<file path="config.mk">
export PLATFORM = sky130hd
export DESIGN_NAME = baud_tick_gen_flat
export DESIGN_NICKNAME = d
export VERILOG_FILES = /design/src/rtl/baud_tick_gen_if.sv /design/src/rtl/baud_tick_gen.sv /design/src/flat_wrapper.sv
export SDC_FILE = /design/constraint.sdc
export NUM_CORES = 1
export LEC_CHECK = 0
export CORE_MARGIN = 5
export CORE_UTILIZATION = 40
export CTS_CLUSTER_DIAMETER = 150
export CTS_CLUSTER_SIZE = 25
export DETAILED_ROUTE_END_ITERATION = 10
export PLACE_DENSITY_LB_ADDON = 0.12
export SYNTH_ARGS = -nofsm -noshare
export SYNTH_HDL_FRONTEND = slang
export SYNTH_SLANG_ARGS = --single-unit
</file>
<file path="constraint.sdc">
create_clock -name i_clk -period 5.9 [get_ports i_clk]
set_clock_uncertainty 0.05 [all_clocks]
set_input_delay 0.885 -clock i_clk [delete_from_list [all_inputs] [get_ports i_clk]]
set_output_delay 0.885 -clock i_clk [all_outputs]
set_load 0.02 [all_outputs]
</file>
<file path="src/rtl/baud_tick_gen_if.sv">
// Control/status bundle for baud_tick_gen.
// master: the block that owns rate selection and consumes the ticks.
// slave:  the baud_tick_gen itself.
interface baud_tick_gen_if #(
   parameter int DIV_W = 16
);
   logic             i_enable;
   logic [2:0]       i_baud_sel;
   logic [DIV_W-1:0] i_div_in;
   logic [3:0]       i_frac_in;
   logic             i_sync_clear;
   logic             o_rx_tick;
   logic             o_tx_tick;
   logic             o_baud_out;

   modport master (
      output i_enable, i_baud_sel, i_div_in, i_frac_in, i_sync_clear,
      input  o_rx_tick, o_tx_tick, o_baud_out
   );

   modport slave (
      input  i_enable, i_baud_sel, i_div_in, i_frac_in, i_sync_clear,
      output o_rx_tick, o_tx_tick, o_baud_out
   );
endinterface

</file>
<file path="src/rtl/baud_tick_gen.sv">
// UART baud-rate generator: oversample tick (rx), bit tick (tx) and a 50 %
// duty square wave, all from one divisor chain.
// Optional fractional divisor: define BAUD_TICK_FRAC_EN to build the
// 4-bit phase accumulator that stretches selected periods by one cycle.
module baud_tick_gen #(
   parameter int CLK_HZ = 50000000,
   parameter int OSR    = 16,
   parameter int DIV_W  = 16
) (
   input  logic           i_clk,
   input  logic           i_rst_n,
   baud_tick_gen_if.slave bus
);

   localparam int PH_W = $clog2(OSR);
   localparam logic [PH_W-1:0] PH_LAST = PH_W'(OSR - 1);
   localparam logic [PH_W-1:0] PH_HALF = PH_W'(OSR / 2 - 1);

   // Round-half-up oversample divisor for a standard rate.
   function automatic logic [DIV_W-1:0] std_div(input longint baud);
      longint den;
      den = baud * longint'(OSR);
      return DIV_W'((longint'(CLK_HZ) + den / 2) / den);
   endfunction

   localparam logic [DIV_W-1:0] D_2400   = std_div(2400);
   localparam logic [DIV_W-1:0] D_4800   = std_div(4800);
   localparam logic [DIV_W-1:0] D_9600   = std_div(9600);
   localparam logic [DIV_W-1:0] D_19200  = std_div(19200);
   localparam logic [DIV_W-1:0] D_38400  = std_div(38400);
   localparam logic [DIV_W-1:0] D_57600  = std_div(57600);
   localparam logic [DIV_W-1:0] D_115200 = std_div(115200);

   logic [DIV_W-1:0] w_d_sel;       // divisor requested by baud_sel/div_in
   logic [DIV_W-1:0] w_period_end;  // cnt value on which the period ends
   logic             w_wrap;

   logic [DIV_W-1:0] r_d_act;
   logic [DIV_W-1:0] r_cnt;
   logic [PH_W-1:0]  r_ph;
   logic             r_init;        // low only until the first edge after reset
   logic             r_rx_tick;
   logic             r_tx_tick;
   logic             r_baud_out;

   // Decode the requested divisor; custom values below 2 clamp to 2.
   always_comb begin
      // NOTE: default assignment first so no path through the case leaves w_d_sel unassigned (no latch).
      w_d_sel = D_115200;
      case (bus.i_baud_sel)
         3'b000:  w_d_sel = D_2400;
         3'b001:  w_d_sel = D_4800;
         3'b010:  w_d_sel = D_9600;
         3'b011:  w_d_sel = D_19200;
         3'b100:  w_d_sel = D_38400;
         3'b101:  w_d_sel = D_57600;
         3'b110:  w_d_sel = D_115200;
         default: w_d_sel = (bus.i_div_in < DIV_W'(2)) ? DIV_W'(2) : bus.i_div_in;
      endcase
   end

`ifdef BAUD_TICK_FRAC_EN
   // Sixteenths remainder of the rounded 16x divisor for a standard rate.
   function automatic logic [3:0] std_frac(input longint baud);
      longint den;
      den = baud * longint'(OSR);
      return 4'(((16 * longint'(CLK_HZ) + den / 2) / den) % 16);
   endfunction

   localparam logic [3:0] F_2400   = std_frac(2400);
   localparam logic [3:0] F_4800   = std_frac(4800);
   localparam logic [3:0] F_9600   = std_frac(9600);
   localparam logic [3:0] F_19200  = std_frac(19200);
   localparam logic [3:0] F_38400  = std_frac(38400);
   localparam logic [3:0] F_57600  = std_frac(57600);
   localparam logic [3:0] F_115200 = std_frac(115200);

   logic [3:0] w_f_sel;
   logic [4:0] w_acc_sum;
   logic [3:0] r_acc;
   logic       r_stretch;           // current period lasts D+1 cycles

   // Decode the fractional increment matching the selected divisor.
   always_comb begin
      w_f_sel = F_115200;
      case (bus.i_baud_sel)
         3'b000:  w_f_sel = F_2400;
         3'b001:  w_f_sel = F_4800;
         3'b010:  w_f_sel = F_9600;
         3'b011:  w_f_sel = F_19200;
         3'b100:  w_f_sel = F_38400;
         3'b101:  w_f_sel = F_57600;
         3'b110:  w_f_sel = F_115200;
         default: w_f_sel = bus.i_frac_in;
      endcase
   end

   assign w_acc_sum    = {1'b0, r_acc} + {1'b0, w_f_sel};
   assign w_period_end = r_stretch ? r_d_act : r_d_act - DIV_W'(1);
`else
   logic w_frac_unused;
   assign w_frac_unused = &{1'b0, bus.i_frac_in};
   assign w_period_end  = r_d_act - DIV_W'(1);
`endif

   assign w_wrap = (r_cnt == w_period_end);

   // Divisor chain: oversample counter, phase counter and registered outputs.
   always_ff @(posedge i_clk or negedge i_rst_n) begin
      if (!i_rst_n) begin
         // NOTE: sequential state uses non-blocking assignments so every register samples pre-edge values.
         r_d_act    <= D_115200;
         r_cnt      <= '0;
         r_ph       <= '0;
         r_init     <= 1'b0;
         r_rx_tick  <= 1'b0;
         r_tx_tick  <= 1'b0;
         r_baud_out <= 1'b0;
`ifdef BAUD_TICK_FRAC_EN
         r_acc      <= '0;
         r_stretch  <= 1'b0;
`endif
      end else begin
         r_init <= 1'b1;
         if (bus.i_sync_clear) begin
            r_d_act    <= w_d_sel;
            r_cnt      <= '0;
            r_ph       <= '0;
            r_rx_tick  <= 1'b0;
            r_tx_tick  <= 1'b0;
            r_baud_out <= 1'b0;
`ifdef BAUD_TICK_FRAC_EN
            r_acc      <= '0;
            r_stretch  <= 1'b0;
`endif
         end else if (!bus.i_enable) begin
            // Counters and baud_out hold; the divisor tracks the selection.
            r_d_act   <= w_d_sel;
            r_rx_tick <= 1'b0;
            r_tx_tick <= 1'b0;
         end else if (w_wrap) begin
            r_d_act   <= w_d_sel;
            r_cnt     <= '0;
            r_rx_tick <= 1'b1;
            r_tx_tick <= (r_ph == PH_LAST);
            r_ph      <= (r_ph == PH_LAST) ? '0 : r_ph + PH_W'(1);
            if (r_ph == PH_LAST || r_ph == PH_HALF)
               r_baud_out <= ~r_baud_out;
`ifdef BAUD_TICK_FRAC_EN
            r_acc     <= w_acc_sum[3:0];
            r_stretch <= w_acc_sum[4];
`endif
         end else begin
            r_cnt     <= r_cnt + DIV_W'(1);
            r_rx_tick <= 1'b0;
            r_tx_tick <= 1'b0;
            // First edge after reset picks up the external selection.
            if (!r_init)
               r_d_act <= w_d_sel;
         end
      end
   end

   assign bus.o_rx_tick  = r_rx_tick;
   assign bus.o_tx_tick  = r_tx_tick;
   assign bus.o_baud_out = r_baud_out;

endmodule
</file>
<file path="src/flat_wrapper.sv">
// flat-port wrapper written by rule: the top's interface ports become plain ports
module baud_tick_gen_flat 
#(
   parameter int CLK_HZ = 50000000,
   parameter int OSR    = 16,
   parameter int DIV_W  = 16
)
  (i_clk, i_rst_n, bus_i_enable, bus_i_baud_sel, bus_i_div_in, bus_i_frac_in, bus_i_sync_clear, bus_o_rx_tick, bus_o_tx_tick, bus_o_baud_out);
  baud_tick_gen_if #(.DIV_W(DIV_W)) bus_i ();
  input  logic i_clk;
  input  logic i_rst_n;
  input wire logic [$bits(bus_i.i_enable)-1:0] bus_i_enable;
  input wire logic [$bits(bus_i.i_baud_sel)-1:0] bus_i_baud_sel;
  input wire logic [$bits(bus_i.i_div_in)-1:0] bus_i_div_in;
  input wire logic [$bits(bus_i.i_frac_in)-1:0] bus_i_frac_in;
  input wire logic [$bits(bus_i.i_sync_clear)-1:0] bus_i_sync_clear;
  output wire logic [$bits(bus_i.o_rx_tick)-1:0] bus_o_rx_tick;
  output wire logic [$bits(bus_i.o_tx_tick)-1:0] bus_o_tx_tick;
  output wire logic [$bits(bus_i.o_baud_out)-1:0] bus_o_baud_out;
  assign bus_i.i_enable = bus_i_enable;
  assign bus_i.i_baud_sel = bus_i_baud_sel;
  assign bus_i.i_div_in = bus_i_div_in;
  assign bus_i.i_frac_in = bus_i_frac_in;
  assign bus_i.i_sync_clear = bus_i_sync_clear;
  assign bus_o_rx_tick = bus_i.o_rx_tick;
  assign bus_o_tx_tick = bus_i.o_tx_tick;
  assign bus_o_baud_out = bus_i.o_baud_out;
  baud_tick_gen #(.CLK_HZ(CLK_HZ), .OSR(OSR), .DIV_W(DIV_W)) u_core (.i_clk(i_clk), .i_rst_n(i_rst_n), .bus(bus_i));
endmodule
</file>
==> flow_metrics.tcl, run 1 <==
set metrics [dict create \
    numCtsBuffers 5 \
    drive_gt1_share_pct 10.53 \
    htree_num_levels 2 \
    num_rows 29 \
    ys_warn_count 0 \
    io_pins 30 \
    yosysUniqueCellTypes 50 \
    max_stage_delay_ps 710 \
    gp_congestion 0.7988 \
    initial_utilization_pct 41.00 \
    coreArea_um2 6350 \
    cts_tree "built" \
    grt.overflow.total 0 \
    grt_max_degree 41 \
    clk_latency_ps 290 \
    pre_cts_ws_ps 2582 \
    worstReg2RegStart "u_core.r_d_act[2]$_DFFE_PN0P_" \
    yosysSeqAreaShare_pct 38.64 \
    path_clk_slew_ps 70 \
    synth.most_common_cell "dfrtp_1" \
    num_vias 1995 \
    finalSetupViolCount 0 \
    cts_resized 0 \
    start_kind "register" \
    cp_cell_sequence "nor4_4, nand3_1, nor4_1, xnor2_1, nand4_2, nor4b_4, nor3_4, mux2_2" \
    cp.required_ps 6020 \
    wirelength_um 5462 \
    postSynthAreaPerCell_um2 9.299 \
    post-route-period-util_pct 56.04 \
    drcViolationCount 0 \
    synthCells 280 \
    yosysTopAreaCell "dfrtp_1" \
    worstHoldStart "u_core.r_d_act[0]$_DFFE_PN1P_" \
    cts_root_buf "clkbuf_8" \
    clock-sinks 40 \
    cp_max_fo 16 \
    multi_input_area_um2 1473 \
    grt_use_total_pct 14.27 \
    seq_area_um2 1006 \
    status "complete, no violations" \
    dp_hpwl_um 4177 \
    finalWorstSetupSlack_ps 2594 \
    syn-num-nets 312 \
    die_y_um 90.68 \
    relSlewSlack_pct 38.54 \
    final_cells 381 \
    synth.area.top_cells "dfrtp_1 (35%), xnor2_1 (7.4%), xor2_1 (5.0%), nor2_1 (4.6%), nand2_1 (4.3%)" \
    die_area_um2 8223 \
    tns_ps 0 \
    postRouteAntennaNets 0 \
    dpl_cell_area_um2 2884 \
    first_iter_violations 66 \
    hp-class "register to register" \
    min_path_cells 2 \
    die_x_um 90.68 \
    hold_path_end "u_core.r_d_act[0]$_DFFE_PN1P_" \
    fill_cells 621 \
    grt_setup_unrepaired "false" \
    placement.io_buffers 25 \
    finalNetCount 335 \
    final_hold_viol_count 0 \
    syn_to_final_growth_pct 13.84 \
    first_pass_iters 4 \
    p_leak_nw 1.199 \
    cp_num_buf_inv 0 \
    slew_violations 0 \
    crit_arrival_ps 3430 \
    drv_cap 0 \
    viasPerCell 5.236 \
    synth_area_um2 2604 \
    clock.fmax_mhz 302.4 \
    r2r-end "u_core.r_d_act[5]$_DFFE_PN0P_" \
    cts_hold_buf 0 \
    worst-r2r-cell-count 8 \
    crit_type "register to register" \
    synth_top_area_share_pct 34.60 \
    power_density_nw_per_um2 194.8 \
    grt_pass1_wl_um 9666 \
    vdd_ir_drop_max_uv 87.30 \
    fin_area_um2 2964 \
    grt_pass1_vias 2013 \
    path_delay_family "simple AND/OR/NAND/NOR gates" \
    synthFlopType "dfrtp_1" \
    postCtsSetupBuffers 0 \
    reg2reg_slack_ps 2590 \
    synthTopCellsByCount "dfrtp_1 (36), nor2_1 (32), nand2_1 (30), xnor2_1 (22), inv_1 (17)" \
    worst_pin_slew_ps 918.9 \
    finalCriticalPeriod_ps 3306 \
    postSynth.asyncResetShare_pct 100.0 \
    ys_ff_latch 40 \
    clockBufferDepth 2 \
    wl_per_cell_um 14.34 \
    antenna_found_initial 0 \
    end_kind "register" \
    antenna_cells 0 \
    placed_cells 373 \
    synth_edf_count 0 \
    crit_path_top_delay_cell "nor3_4" \
]
==> flip-flops by register name, summed over array words and instances, names as in the netlist <==
| signal | cells |
|---|---|
| u_core.r_cnt | 16 |
| u_core.r_d_act | 16 |
| u_core.r_ph | 4 |
| u_core.bus.o_baud_out | 1 |
| u_core.bus.o_rx_tick | 1 |
| u_core.bus.o_tx_tick | 1 |
| u_core.r_init | 1 |
==> tightest hold or removal path, delay by kind of cell, from the launching register on <==
family / cells / cell delay [ps]
flip-flops: 1 / 390
multiplexers: 1 / 70
buffers and inverters: 1 / 80
==> stage by stage <==
stage	total power [mW]	util, %	hold WS (ps)
final	0.5774	46.68	488.9
after global routing	0.6164	46.68	549.5
after CTS	0.5867	46.68	492.7
after detailed placement	0.4068	45.42	477.1
after global placement	0.4059	45.42	472.4
after floorplan	0.3726	-	446.0
==> layout by cell type (no fill, tap or decap), drive strengths merged, types with 2 or more instances in the layout <==
master	count
dfrtp	36
nand3	10
a21oi	12
a31oi	2
ha	5
nand4b	3
mux2i	11
nor3	8
nand2	30
clkbuf	8
and3	2
nand3b	2
nor2b	3
clkdlybuf4s50	24
dfstp	4
a31o	2
nand2b	3
or4	2
nor4	8
xnor2	22
o21ai	5
a22oi	2
mux2	10
nor2	33
or3	2
nand4	9
inv	17
xor2	15
a2bb2oi	2
==> final cells by class <==
cell class | count | share of cell area (%)
repair buffers | 25 | 8.274
multi-input cells | 214 | 49.68
flip-flops and latches | 40 | 33.94
inverters | 17 | 2.153
clock buffers | 8 | 2.702
well taps | 77 | 3.250
==> how the worst max path moves through the flow <==
stage / slack (ps) / cells past startpoint / end / from
after floorplan: 2990 / 12 / u_core.r_d_act[8]$_DFFE_PN0P_ / u_core.r_d_act[0]$_DFFE_PN1P_
after global placement: 2610 / 8 / u_core.r_d_act[2]$_DFFE_PN0P_ / u_core.r_d_act[2]$_DFFE_PN0P_
after detailed placement: 2580 / 8 / u_core.r_d_act[7]$_DFFE_PN0P_ / u_core.r_d_act[2]$_DFFE_PN0P_
after CTS: 2570 / 8 / u_core.r_d_act[5]$_DFFE_PN0P_ / u_core.r_d_act[2]$_DFFE_PN0P_
after global routing: 2410 / 8 / u_core.r_d_act[5]$_DFFE_PN0P_ / u_core.r_d_act[2]$_DFFE_PN0P_
final: 2590 / 8 / u_core.r_d_act[5]$_DFFE_PN0P_ / u_core.r_d_act[2]$_DFFE_PN0P_
==> where the power goes <==
group / leakage [nW] / internal, mW / switching (mW)
combinational: 0.628 / 0.0487 / 0.0516
clock: 0.0395 / 0.0842 / 0.0927
sequential: 0.532 / 0.286 / 0.0142
==> cells by family (layout without fill, tap and decap cells) <==
| group | after synthesis | in the layout | synth area share [%] |
|---|---|---|---|
| AO/OA/AOI/OAI | 30 | 30 | 7.448 |
| XOR/XNOR | 37 | 37 | 12.45 |
| adder cells (fa/ha/maj) | 5 | 5 | 2.403 |
| buffers and inverters | 26 | 50 | 4.805 |
| flip-flops | 40 | 40 | 38.64 |
| multiplexers | 21 | 21 | 8.986 |
| other | 1 | 1 | 0.1440 |
| AND/OR/NAND/NOR | 120 | 120 | 25.13 |
==> per-layer routing <==
metal | global-route usage (%) | share of wire (%)
met1 | 19.56 | 51
met4 | 4.218 | 1.3
met3 | 3.417 | 3.5
met2 | 22.22 | 44
met5 | 0 | 0
Power figures use the tool's default switching activity.
==> run 2, diff against run 1 <==
Clock period 5.9 ns to 3.3 ns, I/O delays scaled along.
==> run 2 against run 1 <==
Critical path depth is 1 higher. Via count is 0.10% lower. Final cell count is 2.1% higher. Register-to-register slack worse by 2300 ps. Combinational power is 86% higher. Critical path type unchanged. Die area stayed put. Utilization is 1.1 points higher. Critical endpoint is now u_core.r_d_act[8]$_DFFE_PN0P_. Clock power is 78% higher. Sequential share of layout area is 0.81 points lower. Sequential power is 79% higher. Non-clock buffer count is 8 higher. Clock-buffer cell count stayed put.
==> flow_metrics.tcl, run 2 (synthesized netlist as in run 1, its figures left out) <==
set metrics [dict create \
    crit_type "register to register" \
    cp.required_ps 3430 \
    antenna_found_initial 0 \
    grt.overflow.total 0 \
    dp_hpwl_um 4270 \
    post-route-period-util_pct 90.06 \
    finalSetupViolCount 0 \
    status "complete, no violations" \
    num_vias 1993 \
    pre_cts_ws_ps 194.3 \
    die_x_um 90.68 \
    syn_to_final_growth_pct 16.63 \
    path_clk_slew_ps 70 \
    finalNetCount 343 \
    worstReg2RegStart "u_core.r_d_act[2]$_DFFE_PN0P_" \
    worst-r2r-cell-count 9 \
    mostFrequentLayoutCell "dfrtp_1" \
    cts_root_buf "clkbuf_8" \
    wl_per_cell_um 14.11 \
    grt_setup_unrepaired "false" \
    slew_violations 0 \
    grt_use_met2_pct 22.15 \
    end_kind "register" \
    grt_pass1_vias 1991 \
    clock-sinks 40 \
    num_rows 29 \
    cp_num_buf_inv 1 \
    grt_use_total_pct 14.25 \
    crit_cells 9 \
    final_cell_mix "dfrtp_1 (36), nor2_1 (32), nand2_1 (30)" \
    die_area_um2 8223 \
    first_iter_violations 114 \
    vdd_ir_drop_max_uv 177.4 \
    tns_ps 0 \
    coreArea_um2 6350 \
    crit_arrival_ps 3100 \
    grt_max_degree 41 \
    grt_pass1_wl_um 9729 \
    grt_util_met1_pct 20.19 \
    path_delay_family "simple AND/OR/NAND/NOR gates" \
    r2r-end "u_core.r_d_act[8]$_DFFE_PN0P_" \
    hp-class "input port to asynchronous set/reset pin" \
    finalWorstSetupSlack_ps 327.9 \
    clock.fmax_mhz 336.5 \
    antenna_cells 0 \
    clockBufferDepth 2 \
    initial_utilization_pct 41.00 \
    met3_usage_pct 3.000 \
    crit_path_top_delay_cell "nor4b_4" \
    reg2reg_slack_ps 330 \
    relSlewSlack_pct 41.30 \
    wirelength_um 5487 \
    first_pass_iters 5 \
    htree_num_levels 2 \
    drive_gt1_share_pct 12.82 \
    placement.io_buffers 25 \
    worst_pin_slew_ps 880.6 \
    cp_max_fo 14 \
    io_pins 30 \
    cp_cell_sequence "nor4_4, nand3_1, nor2_1, mux2i_1, nand4_1, nor4b_4, nor3_4, buf_12, mux2_4" \
    gp_congestion 0.7884 \
    postRouteAntennaNets 0 \
    start_kind "register" \
    numCtsBuffers 5 \
    cts_tree "built" \
    die_y_um 90.68 \
    power_density_nw_per_um2 342.1 \
    viasPerCell 5.123 \
    finalCriticalPeriod_ps 2972 \
    drcViolationCount 0 \
    cts_resized 0 \
    grt-busiest-layer "met2" \
    whs_ps 267.7 \
    clk_latency_ps 290 \
    final_hold_viol_count 0 \
    p_leak_nw 1.242 \
    endpoint "u_core.r_d_act[8]$_DFFE_PN0P_" \
    max_stage_delay_ps 490 \
    drv_cap 0 \
    largestRegisters "u_core.r_cnt: 16 flops, u_core.r_d_act: 16 flops, u_core.r_ph: 4 flops" \
    startpoint "u_core.r_d_act[2]$_DFFE_PN0P_" \
]
-- run 2: layer usage --
layer / routed length [um] / share of wire [%]
met1: 2749 / 50
met2: 2476 / 45
met3: 204 / 3.7
met4: 57 / 1.0
met5: 0 / 0
-- run 2: how the worst min path moves through the flow --
stage | start | to | slack, ps | depth (start not counted)
global placement | u_core.r_d_act[0]$_DFFE_PN1P_ | u_core.r_d_act[0]$_DFFE_PN1P_ | 470 | 2
CTS | i_rst_n | u_core.r_d_act[11]$_DFFE_PN0P_ | 320 | 1
finish | i_rst_n | u_core.r_d_act[11]$_DFFE_PN0P_ | 270 | 1
floorplan | i_rst_n | u_core.bus.o_baud_out$_DFFE_PN0P_ | 150 | 0
detailed placement | u_core.r_d_act[0]$_DFFE_PN1P_ | u_core.r_d_act[0]$_DFFE_PN1P_ | 480 | 2
global route | i_rst_n | u_core.r_d_act[11]$_DFFE_PN0P_ | 360 | 1
-- run 2: report_power, final --
part | switching [mW] | internal, mW
clock network | 0.165 | 0.150
logic | 0.0930 | 0.0933
registers | 0.0262 | 0.511
-- run 2: cell type report --
cell class,instances,area (um^2)
tap,77,96.34
inverter,17,63.81
clock buffer,8,80.08
sequential,40,1006
multi-input combinational,214,1473
timing repair buffer,33,317.8
fill,615,3313
-- run 2: timing repair --
| action | CTS | global route |
|---|---|---|
| setup buffers | 0 | 3 |
| hold buffers | 0 | 0 |
| setup endpoints to repair | 0 | 4 |
-- run 2: worst register-to-register path, stage by stage, from the launching register on --
cell and delay (ps):
dfrtp_1 470, nor4_4 400, nand3_1 190, nor2_1 150, mux2i_1 280, nand4_1 310, nor4b_4 490, nor3_4 90
buf_12 160, mux2_4 300
-- run 2: through the flow --
stage	total power [mW]	utilization (%)	instances	cell area, um^2
finish	1.039	47.82	389	3037
global route	1.099	47.82	389	3037
CTS	1.050	47.27	386	3002
detailed placement	0.7325	46.01	378	2922
global placement	0.7304	46.01	378	2922
floorplan	0.6662	-	280	2604
